==> config.mk <==
export PLATFORM = sky130hd
export DESIGN_NAME = adc_frame_reader
export DESIGN_NICKNAME = d
export VERILOG_FILES = /design/src/rtl/adc_frame_reader.sv
export SDC_FILE = /design/constraint.sdc
export NUM_CORES = 1
export LEC_CHECK = 0
export BUFFER_PORTS_ARGS = -buffer_cell sky130_fd_sc_hd__buf_4
export CAP_MARGIN = 20
export CORE_MARGIN = 2
export CORE_UTILIZATION = 40
export CTS_CLUSTER_DIAMETER = 50
export DETAILED_ROUTE_END_ITERATION = 10
export HOLD_SLACK_MARGIN = 0.02
export PLACE_DENSITY = 0.57
export SLEW_MARGIN = 40
export SYNTH_ARGS = -nofsm -noshare
export SYNTH_HDL_FRONTEND = slang
export SYNTH_SLANG_ARGS = --single-unit
==> constraint.sdc <==
create_clock -name clk -period 1.87 [get_ports clk]
set_input_delay 0.374 -clock clk [delete_from_list [all_inputs] [get_ports clk]]
set_output_delay 0.374 -clock clk [all_outputs]
set_load 0.03 [all_outputs]
==> src/rtl/adc_frame_reader.sv <==
// Serial ADC frame reader: turns one adc_start rising edge into a 17-SCLK frame and returns the upper 8 result bits.
// Optional ADC_AVG_EN: sample becomes the average of the new byte and the previous byte for the same player.
module adc_frame_reader #(
  parameter int         CLK_DIV = 50,
  parameter logic [2:0] CH_A    = 3'd0,
  parameter logic [2:0] CH_B    = 3'd1,
  parameter int         CSH_CYC = 100
) (
  input  logic       clk,
  input  logic       reset,
  input  logic       adc_start,
  input  logic       channel,
  output logic       eoc,
  output logic [7:0] sample,
  output logic       adc_cs_n,
  output logic       adc_sclk,
  output logic       adc_mosi,
  input  logic       adc_miso
);

  localparam int DIV_W = (CLK_DIV > 1) ? $clog2(CLK_DIV) : 1;
  localparam int GRD_W = $clog2(CSH_CYC + 1);

  typedef enum logic [2:0] {IDLE, SETUP, SHIFT, HOLD, DONE} state_t;

  state_t             state_reg;
  logic [DIV_W-1:0]   div_cnt_reg;
  logic [5:0]         half_cnt_reg;
  logic [3:0]         cmd_reg;
  logic [7:0]         shift_reg;
  logic [GRD_W-1:0]   guard_reg;
  logic               start_prev_reg;

  logic div_end;
  logic guard_ok;
  logic start_ok;

  assign div_end  = (div_cnt_reg == DIV_W'(CLK_DIV - 1));
  // Guard value 1 means it expires on this edge, giving exactly CSH_CYC cycles of cs_n high.
  assign guard_ok = (guard_reg <= GRD_W'(1));
  assign start_ok = adc_start && !start_prev_reg && guard_ok;

`ifdef ADC_AVG_EN
  logic       ch_sel_reg;
  logic [7:0] hist_reg [2];
  logic [8:0] avg_sum;
  assign avg_sum = {1'b0, hist_reg[ch_sel_reg]} + {1'b0, shift_reg};
`endif

  always_ff @(posedge clk) begin
    if (reset) begin
      state_reg      <= IDLE;
      div_cnt_reg    <= '0;
      half_cnt_reg   <= '0;
      cmd_reg        <= '0;
      shift_reg      <= '0;
      guard_reg      <= '0;
      start_prev_reg <= 1'b0;
      eoc            <= 1'b1;
      sample         <= 8'h00;
      adc_cs_n       <= 1'b1;
      adc_sclk       <= 1'b0;
      adc_mosi       <= 1'b0;
`ifdef ADC_AVG_EN
      ch_sel_reg     <= 1'b0;
      hist_reg[0]    <= 8'h00;
      hist_reg[1]    <= 8'h00;
`endif
    end else begin
      start_prev_reg <= adc_start;
      if (guard_reg != '0) guard_reg <= guard_reg - 1'b1;

      case (state_reg)
        IDLE: begin
          if (start_ok) begin
            state_reg   <= SETUP;
            eoc         <= 1'b0;
            adc_cs_n    <= 1'b0;
            div_cnt_reg <= '0;
            adc_mosi    <= 1'b1;
            cmd_reg     <= {1'b1, (channel ? CH_B : CH_A)};
`ifdef ADC_AVG_EN
            ch_sel_reg  <= channel;
`endif
          end
        end

        SETUP: begin
          if (div_end) begin
            div_cnt_reg  <= '0;
            half_cnt_reg <= '0;
            adc_sclk     <= 1'b1;
            state_reg    <= SHIFT;
          end else begin
            div_cnt_reg <= div_cnt_reg + 1'b1;
          end
        end

        SHIFT: begin
          if (div_end) begin
            div_cnt_reg <= '0;
            if (adc_sclk) begin
              adc_mosi <= cmd_reg[3];
              cmd_reg  <= {cmd_reg[2:0], 1'b0};
            end
            if (half_cnt_reg == 6'd33) begin
              adc_sclk  <= 1'b0;
              state_reg <= HOLD;
            end else begin
              half_cnt_reg <= half_cnt_reg + 6'd1;
              adc_sclk     <= ~adc_sclk;
              // Rises 8..15 carry result bits 9..2; rises 16-17 hold bits 1:0, which are never used.
              if (!adc_sclk && half_cnt_reg >= 6'd13 && half_cnt_reg <= 6'd27)
                shift_reg <= {shift_reg[6:0], adc_miso};
            end
          end else begin
            div_cnt_reg <= div_cnt_reg + 1'b1;
          end
        end

        HOLD: begin
          if (div_end) begin
            div_cnt_reg <= '0;
            state_reg   <= DONE;
          end else begin
            div_cnt_reg <= div_cnt_reg + 1'b1;
          end
        end

        DONE: begin
          adc_cs_n  <= 1'b1;
          eoc       <= 1'b1;
          guard_reg <= GRD_W'(CSH_CYC);
          state_reg <= IDLE;
`ifdef ADC_AVG_EN
          sample               <= avg_sum[8:1];
          hist_reg[ch_sel_reg] <= shift_reg;
`else
          sample    <= shift_reg;
`endif
        end

        default: state_reg <= IDLE;
      endcase
    end
  end

endmodule

Yosys cells after proc, flatten, opt, wreduce, memory -nomap -nowiden
Cells that the tools add are included.
- flip-flop bits (word level): 46
- output and inout bits: 12
- add/sub/neg operators: 3
- $lt $le $gt $ge: 3
- eq/ne operators: 13
- mux-type cells: 30
- bitwise operators: 2
- reduce and logical (&&, ||, !) cells: 22
- operators with widths (operator ; number):
    $mux W6 ; 5
    $pmux W6 S2 ; 2
    $mux W3 ; 5
    $mux W7 ; 2
    $ne A2 B2 Y1 const B ; 7
    $add A6 B1 Y6 const B ; 2
    $eq A6 B6 Y1 const B ; 2
    $mux W4 ; 3
    $pmux W3 S4 ; 1
    $reduce_and A4 Y1 ; 3
    $reduce_bool A2 Y1 ; 5
    $mux W1 ; 8
    $pmux W4 S2 ; 1
    $le A7 B1 Y1 const B ; 1
    $reduce_bool A7 Y1 ; 1
    $sub A7 B1 Y7 const B ; 1
    $eq A3 B2 Y1 const B ; 2
    $ge A6 B4 Y1 const B ; 1
    $le A6 B5 Y1 const B ; 1
    $pmux W1 S2 ; 3
    $reduce_and A5 Y1 ; 1
    $logic_and A1 B1 Y1 ; 4
    $reduce_and A2 Y1 ; 2
    $eq A3 B1 Y1 const B ; 1
    7 further kinds ; 9

Logic depth before layout (Yosys ltp)
Gate-level depths: netlist (run 1).
- depth in word-level cells: 5
- mapped depth: 7

Least setup slack after synthesis (run 1)
Ideal clock, no wire load.
- path type: register to register
- start point: register div_cnt_reg[0]
- end point: register half_cnt_reg[3]
- arrival: 1.714 ns
- data required time: 1.800 ns
- setup slack: 0.086 ns
- stages on the path, launching flop included: 7
- buffers on the path: 1
- clock period less this slack: 1.784 ns
- cell sequence: dfxtp_1 -> ha_1 -> nand4bb_1 -> or3_1 -> buf_6 -> or4_1 -> a21oi_1
- longest elaborated chain between the ends: 3
- RTL lines (what ; RTL line ; RTL):
    start, declared ; 27 ; logic [DIV_W-1:0] div_cnt_reg;
    start signal, assigned ; 95 ; div_cnt_reg <= div_cnt_reg + 1'b1;
    start signal, assigned ; 117 ; div_cnt_reg <= div_cnt_reg + 1'b1;
    start signal, assigned ; 126 ; div_cnt_reg <= div_cnt_reg + 1'b1;
    $eq A6 B6 Y1 * ; 38 ; assign div_end = (div_cnt_reg == DIV_W'(CLK_DIV - 1));
    $ne A2 B2 Y1 (no line) ; -- ;
    $reduce_and A4 Y1 (no line) * ; -- ;
    end signal, assigned ; 110 ; half_cnt_reg <= half_cnt_reg + 6'd1;
    end, declared ; 28 ; logic [5:0] half_cnt_reg;
Every way passes the cells marked *; elsewhere a longest branch is shown, timed or not.
A chain may end at the register's enable or synchronous reset.

Worst setup path after layout (run 1)
- start point: register div_cnt_reg[1]
- end point: register half_cnt_reg[5]
Same word-level chain as after synthesis.

==> results of run 1 <==
## final cells by class
class,count,share of cell area (%)
tap,70,3.365
inverter,12,1.731
timing repair buffer,33,10.00
multi-input combinational,179,45.24
clock inverter,3,1.538
sequential,46,35.48
clock buffer,5,2.644
## metal layers
layer / part of all wire (%) / GRT usage (%)
met1: 51 / 20.06
met2: 45 / 23.57
met3: 2.0 / 3.256
met4: 1.8 / 5.893
met5: 0 / 0
## where the power goes
group / switching [µW] / internal [µW] / total (µW)
Combinational: 409 / 345 / 754
Clock: 333 / 393 / 726
Sequential: 88.0 / 1080 / 1160
## logic make-up after synthesis
family          synth area share, %
simple gates                  25.07
compound gates                16.14
flops                         42.72
buf+inv                       4.759
mux                           5.224
fa+ha+maj                     4.062
xor+xnor                      2.031
## synth_stat cells, drive strengths merged, types with 5 or more instances
cell / count / area (µm²)
nor3: 9 / 56.31
clkbuf: 5 / 18.77
inv: 12 / 45.04
mux2i: 9 / 90.09
xnor2: 5 / 43.79
nand2: 37 / 138.9
ha: 7 / 87.58
dfxtp: 46 / 920.9
buf: 5 / 38.78
o31ai: 7 / 52.55
nand3: 12 / 60.06
a21oi: 20 / 100.1
nor2: 11 / 41.29
## through the flow
step | util (%) | power, µW | worst slack (ns)
6_report | 50.63 | 2644 | 0.1127
5_1_grt | 50.63 | 2806 | 0.004388
4_1_cts | 49.66 | 2665 | 0.05300
3_5_place_dp | 47.44 | 1922 | 0.003452
3_3_place_gp | 47.44 | 1911 | 0.05757
2_1_floorplan | - | 1702 | 0.08589
## worst min-delay path by stage
stage                           endpoint  cells after the start
after floorplan                sample[0]                      2
after global placement         sample[6]                      2
after detailed placement       sample[5]                      2
after CTS                 start_prev_reg                      2
after global routing      start_prev_reg                      2
final                     start_prev_reg                      2
## repair_timing
action / CTS / global route
buffers inserted: 0 / 1
endpoints found under the setup margin: 3 / 4
pin swaps: 0 / 0
gates cloned: 0 / 1
gates resized for setup: 1 / 7
hold buffers: 0 / 0
## worst max-delay path, cell delays in order, from the launching register on
cell	delay, ns
dfxtp_2	0.34
inv_2	0.06
ha_4	0.14
nand4bb_4	0.13
or3_4	0.37
or4_1	0.50
a21oi_1	0.15
==> impl_results.md, run 1 <==
* Filler Cells Inserted at 553
* Synth Flop Type: dfxtp_1
* DR vias/cell at 5.201
* Fin cells at roughly 350
* Hold path start: adc_start
* Path type of the worst setup path: flop to flop
* Setup TNS at 0 ns
* WP data required at around 2.1 ns
* Cell variety after synth at between 40 and 50
* RSZ-0062 raised after global routing: false
* Fmax achieved at 0.5691 GHz
* Initial antenna violation count at 0
* Total GRT Usage at between 10 and 15%
* CP Capture Point: half_cnt_reg[5]
* IO Pins at 17
* Asr flop ratio synth at 0%
* Start of the worst register-to-register path: div_cnt_reg[1]
* IR drop worst, VDD at ~0.56 mV
* Via count at between 1500 and 2000
* Reg area at ~920 µm²
* Period utilization at a little over nine tenths
* Synthesized Nets at 258
* Yosys warns at 0
* Layout Nets at between 200 and 300
* Fin Clk Skew at 0.003357 ns
* Most common cell after layout, fill and taps aside: dfxtp_1
* DP Cell Count at between 300 and 400
* Endpoints failing setup at 0
* Global route overflow at 0
* Slew Limit Fails at 0
* Later-pin clock latency in the skew report at 0.30 ns
* Crit path DAT at slightly below 2 ns
* Core area at 5140 µm²
* Sequential area share after synthesis at between 40% and 50%
* Die W at about 77 µm
* Largest net degree at the start of global routing at 15
* Final Cell Area at 2603 µm²
* Post-DRT Antenna Nets at 0
* IO Port Bufs at 16
* HP Class: input port to flop
* CP Launch Type: flop
* DRT Pass-1 Iters at 4
* Synth-to-layout area growth at 20.72%
* Drt drc at 0
* GPL Wtd Cong at 0.8020
* Leakage at 0.0009811 µW
* Post-Synthesis Cells at roughly 250
* Status: finished clean
* R2R cell count at 6
* Num rows at 26
* DRT iter0 DRCs at 73
* Pwr/cell area at around 1000 nW/µm²
* Die footprint at between 5000 and 6000 µm²
* Hold slack at 0.3152 ns
* CTS clk-pin slew, worst paths at 0.08 ns
* Mapped Avg Cell Area at 8.763 µm²
* Reg2reg end: half_cnt_reg[5]
* Clock Sinks at 46
* Max clock buf depth at 2
* H-tree depth at 2
* Starting Density at about two fifths
* CTS tree: built
* Layout cells sized above 1 at 21.22%
* Area of the multi-input gates at approximately 1200 µm²
* Worst setup path start: div_cnt_reg[1]
* Worst Tran Pin Value at between 0.4 and 0.5 ns
* Drt wl/cell at 12.66 µm
* TritonCTS Buffers at 5
* Max-cap viol count at 0
* Max-Slew Margin vs Limit at approximately two thirds
* Root Buffer: clkbuf_8
* Yosys reg bits at between 40 and 50
* Diode count at 0
* Cell Area, Placed at roughly 2400 µm²
* Global-route wire length before repair at 7265 µm
* Most frequent cells in the layout: 44 x dfxtp_1, 37 x nand2_1, 32 x buf_4
* Element type at the critical path end: flop
* Fin. Hold Viols at 0
* Syn Std Cell Area at between 2000 and 2500 µm²
* Vias in the first global route at roughly 1600
* Post-DP HPWL at around 3100 µm
* CP Max Fanout at 5
* Fin crit period at 1.757 ns
* EDFF count, synth at 0
* Worst R2R Setup Slack at 0.11 ns
* Total length of routed wires at between 4000 and 5000 µm
* Die Y at approximately 77 µm
Note: power is estimated with default switching activity, not from simulation.
==> run 2, diff against run 1 <==
--- a/config.mk
+++ b/config.mk
@@ -7,12 +7,14 @@
 export LEC_CHECK = 0
 export BUFFER_PORTS_ARGS = -buffer_cell sky130_fd_sc_hd__buf_4
 export CAP_MARGIN = 20
+export CELL_PAD_IN_SITES_DETAIL_PLACEMENT = 0
+export CELL_PAD_IN_SITES_GLOBAL_PLACEMENT = 1
 export CORE_MARGIN = 2
 export CORE_UTILIZATION = 40
 export CTS_CLUSTER_DIAMETER = 50
 export DETAILED_ROUTE_END_ITERATION = 10
 export HOLD_SLACK_MARGIN = 0.02
-export PLACE_DENSITY = 0.57
+export PLACE_DENSITY = 0.72
 export SLEW_MARGIN = 40
 export SYNTH_ARGS = -nofsm -noshare
 export SYNTH_HDL_FRONTEND = slang
==> impl_results.md, run 2 (same netlist as run 1, synthesis figures left out) <==
* GRT busiest layer: met2
* Critical-path cell list: inv_2 > ha_2 > nand4bb_1 > or3_4 > or4_1 > a21oi_1
* Die Y at roughly 77 µm
* DRT iter0 DRCs at ~100
* Layout cells sized above 1 at 21.53%
* Bufs and invs on worst path at 1
* Path type of the worst setup path: flop to flop
* GR Util met2 at between 20% and 30%
* Most frequent cells in the layout: 43 x dfxtp_1, 37 x nand2_1, 29 x buf_4
* Core area at approximately 5100 µm²
* CP Launch Type: flop
* Element type at the critical path end: flop
* Crit-path leading delay family: simple AND/OR/NAND/NOR gates
* Slowest stage cell, crit path: or4_1
* DR vias/cell at 5.334
* Met1 GRT Util at 19.81%
* Fin Clk Skew at 0.01146 ns
* Endpoints failing setup at 0
* IO Pins at 17
* Fin cells at approximately 340
* Final Power at 2671 µW
* Grt met3 use at about 3.1%
* CP Max Fanout at 8
* Max-Slew Margin vs Limit at about two thirds
* Die W at a little under 80 µm
* Starting Density at approximately two fifths
* Later-pin clock latency in the skew report at roughly 0.3 ns
* Hold slack at about 0.30 ns
* Fmax achieved at about 0.55 GHz
* DRT Pass-1 Iters at 4
* H-tree depth at 2
* CTS clk-pin slew, worst paths at ~0.09 ns
* Layout Nets at between 200 and 300
* Vias in the first global route at about 1700
* Via count at ~1800
* Max stage delay on crit path at between 0.4 and 0.5 ns
* Total GRT Usage at 15.49%
* Crit path DAT at around 2.0 ns
* IO Port Bufs at 16
* GPL Wtd Cong at ~0.75
* Drt wl/cell at 12.94 µm
* Root Buffer: clkbuf_8
* HP Class: input port to flop
* Status: finished clean
* Fin. Hold Viols at 0
* Max clock buf depth at 2
* Max-cap viol count at 0
* Synth-to-layout area growth at 19.56%
* Leakage at between 0.0009 and 0.001 µW
* Die footprint at 5993 µm²
* Most common cell after layout, fill and taps aside: dfxtp_1
* DP Cell Count at around 340
* IR drop worst, VDD at around 0.63 mV
* Dpl ws at roughly 0.011 ns
* Diode count at 0
* TritonCTS Buffers at 5
* Post-DRT Antenna Nets at 0
* Post-DP HPWL at between 3000 and 4000 µm
* Worst Tran Pin Value at 0.4688 ns
* Clock Sinks at 46
* Drt drc at 0
* Worst Slack Setup Final at 0.06593 ns
* Global route overflow at 0
* Pwr/cell area at 1036 nW/µm²
* Period utilization at between 90 and 100%
* Fin crit period at around 1.8 ns
* Cell Area, Placed at around 2400 µm²
* Initial antenna violation count at 0
* CTS tree: built
* Global-route wire length before repair at 7617 µm
* Slew Limit Fails at 0
* Num rows at 26
* Largest net degree at the start of global routing at 19
* WP data required at between 2 and 2.5 ns
* Final Cell Area at ~2600 µm²
* Total length of routed wires at roughly 4500 µm
[run 2: cell count changes in the layout (fill, tap and decap cells not counted), sizes merged]
cell | previous run | this run
buf | 33 | 30
clkinv | 2 | 0
clkbuf | 5 | 6
clkinvlp | 0 | 1
or3 | 5 | 4
[run 2: final timing paths]
check | startpoint | to | slack, ns | cells after the start
worst max-delay path | div_cnt_reg[1] | half_cnt_reg[2] | 0.07 | 6
worst max register to register | div_cnt_reg[1] | half_cnt_reg[2] | 0.07 | 6
worst min-delay path | reset | sample[0] | 0.30 | 2
worst min register to register | shift_reg[0] | sample[0] | 0.45 | 2
[run 2: power breakdown]
group          internal, µW  switching (µW)  leakage, µW
Clock                   399             345    0.0000514
Sequential             1080            80.7     0.000374
Combinational           347             424     0.000534
[run 2: timing repair]
| item | in CTS | in global routing |
|---|---|---|
| buffers inserted | 0 | 1 |
| hold buffers | 0 | 0 |
| resized for setup | 1 | 13 |
| setup endpoints to repair | 1 | 14 |
| pin swaps | 0 | 8 |
[run 2: per-stage QoR]
step / TNS [ns] / utilization (%)
after CTS: 0 / 49.25
after global routing: -0.007023 / 50.15
after detailed placement: 0 / 47.01
after floorplan: 0 / -
final: 0 / 50.15
after global placement: 0 / 47.01
[run 2: metal layers]
metal,up-vias,part of all wire [%]
li1,936,-
met2,23,47
met5,-,0
met1,872,49
met4,0,0.99
met3,4,2.6
[run 2: final cells by class]
cell class	instances	area, µm²
clock inverter	2	37.54
timing repair buffer	30	237.7
tap	70	87.58
inverter	12	45.04
clock buffer	6	72.57
multi-input combinational	178	1172
sequential	46	924.6
fill	529	2562
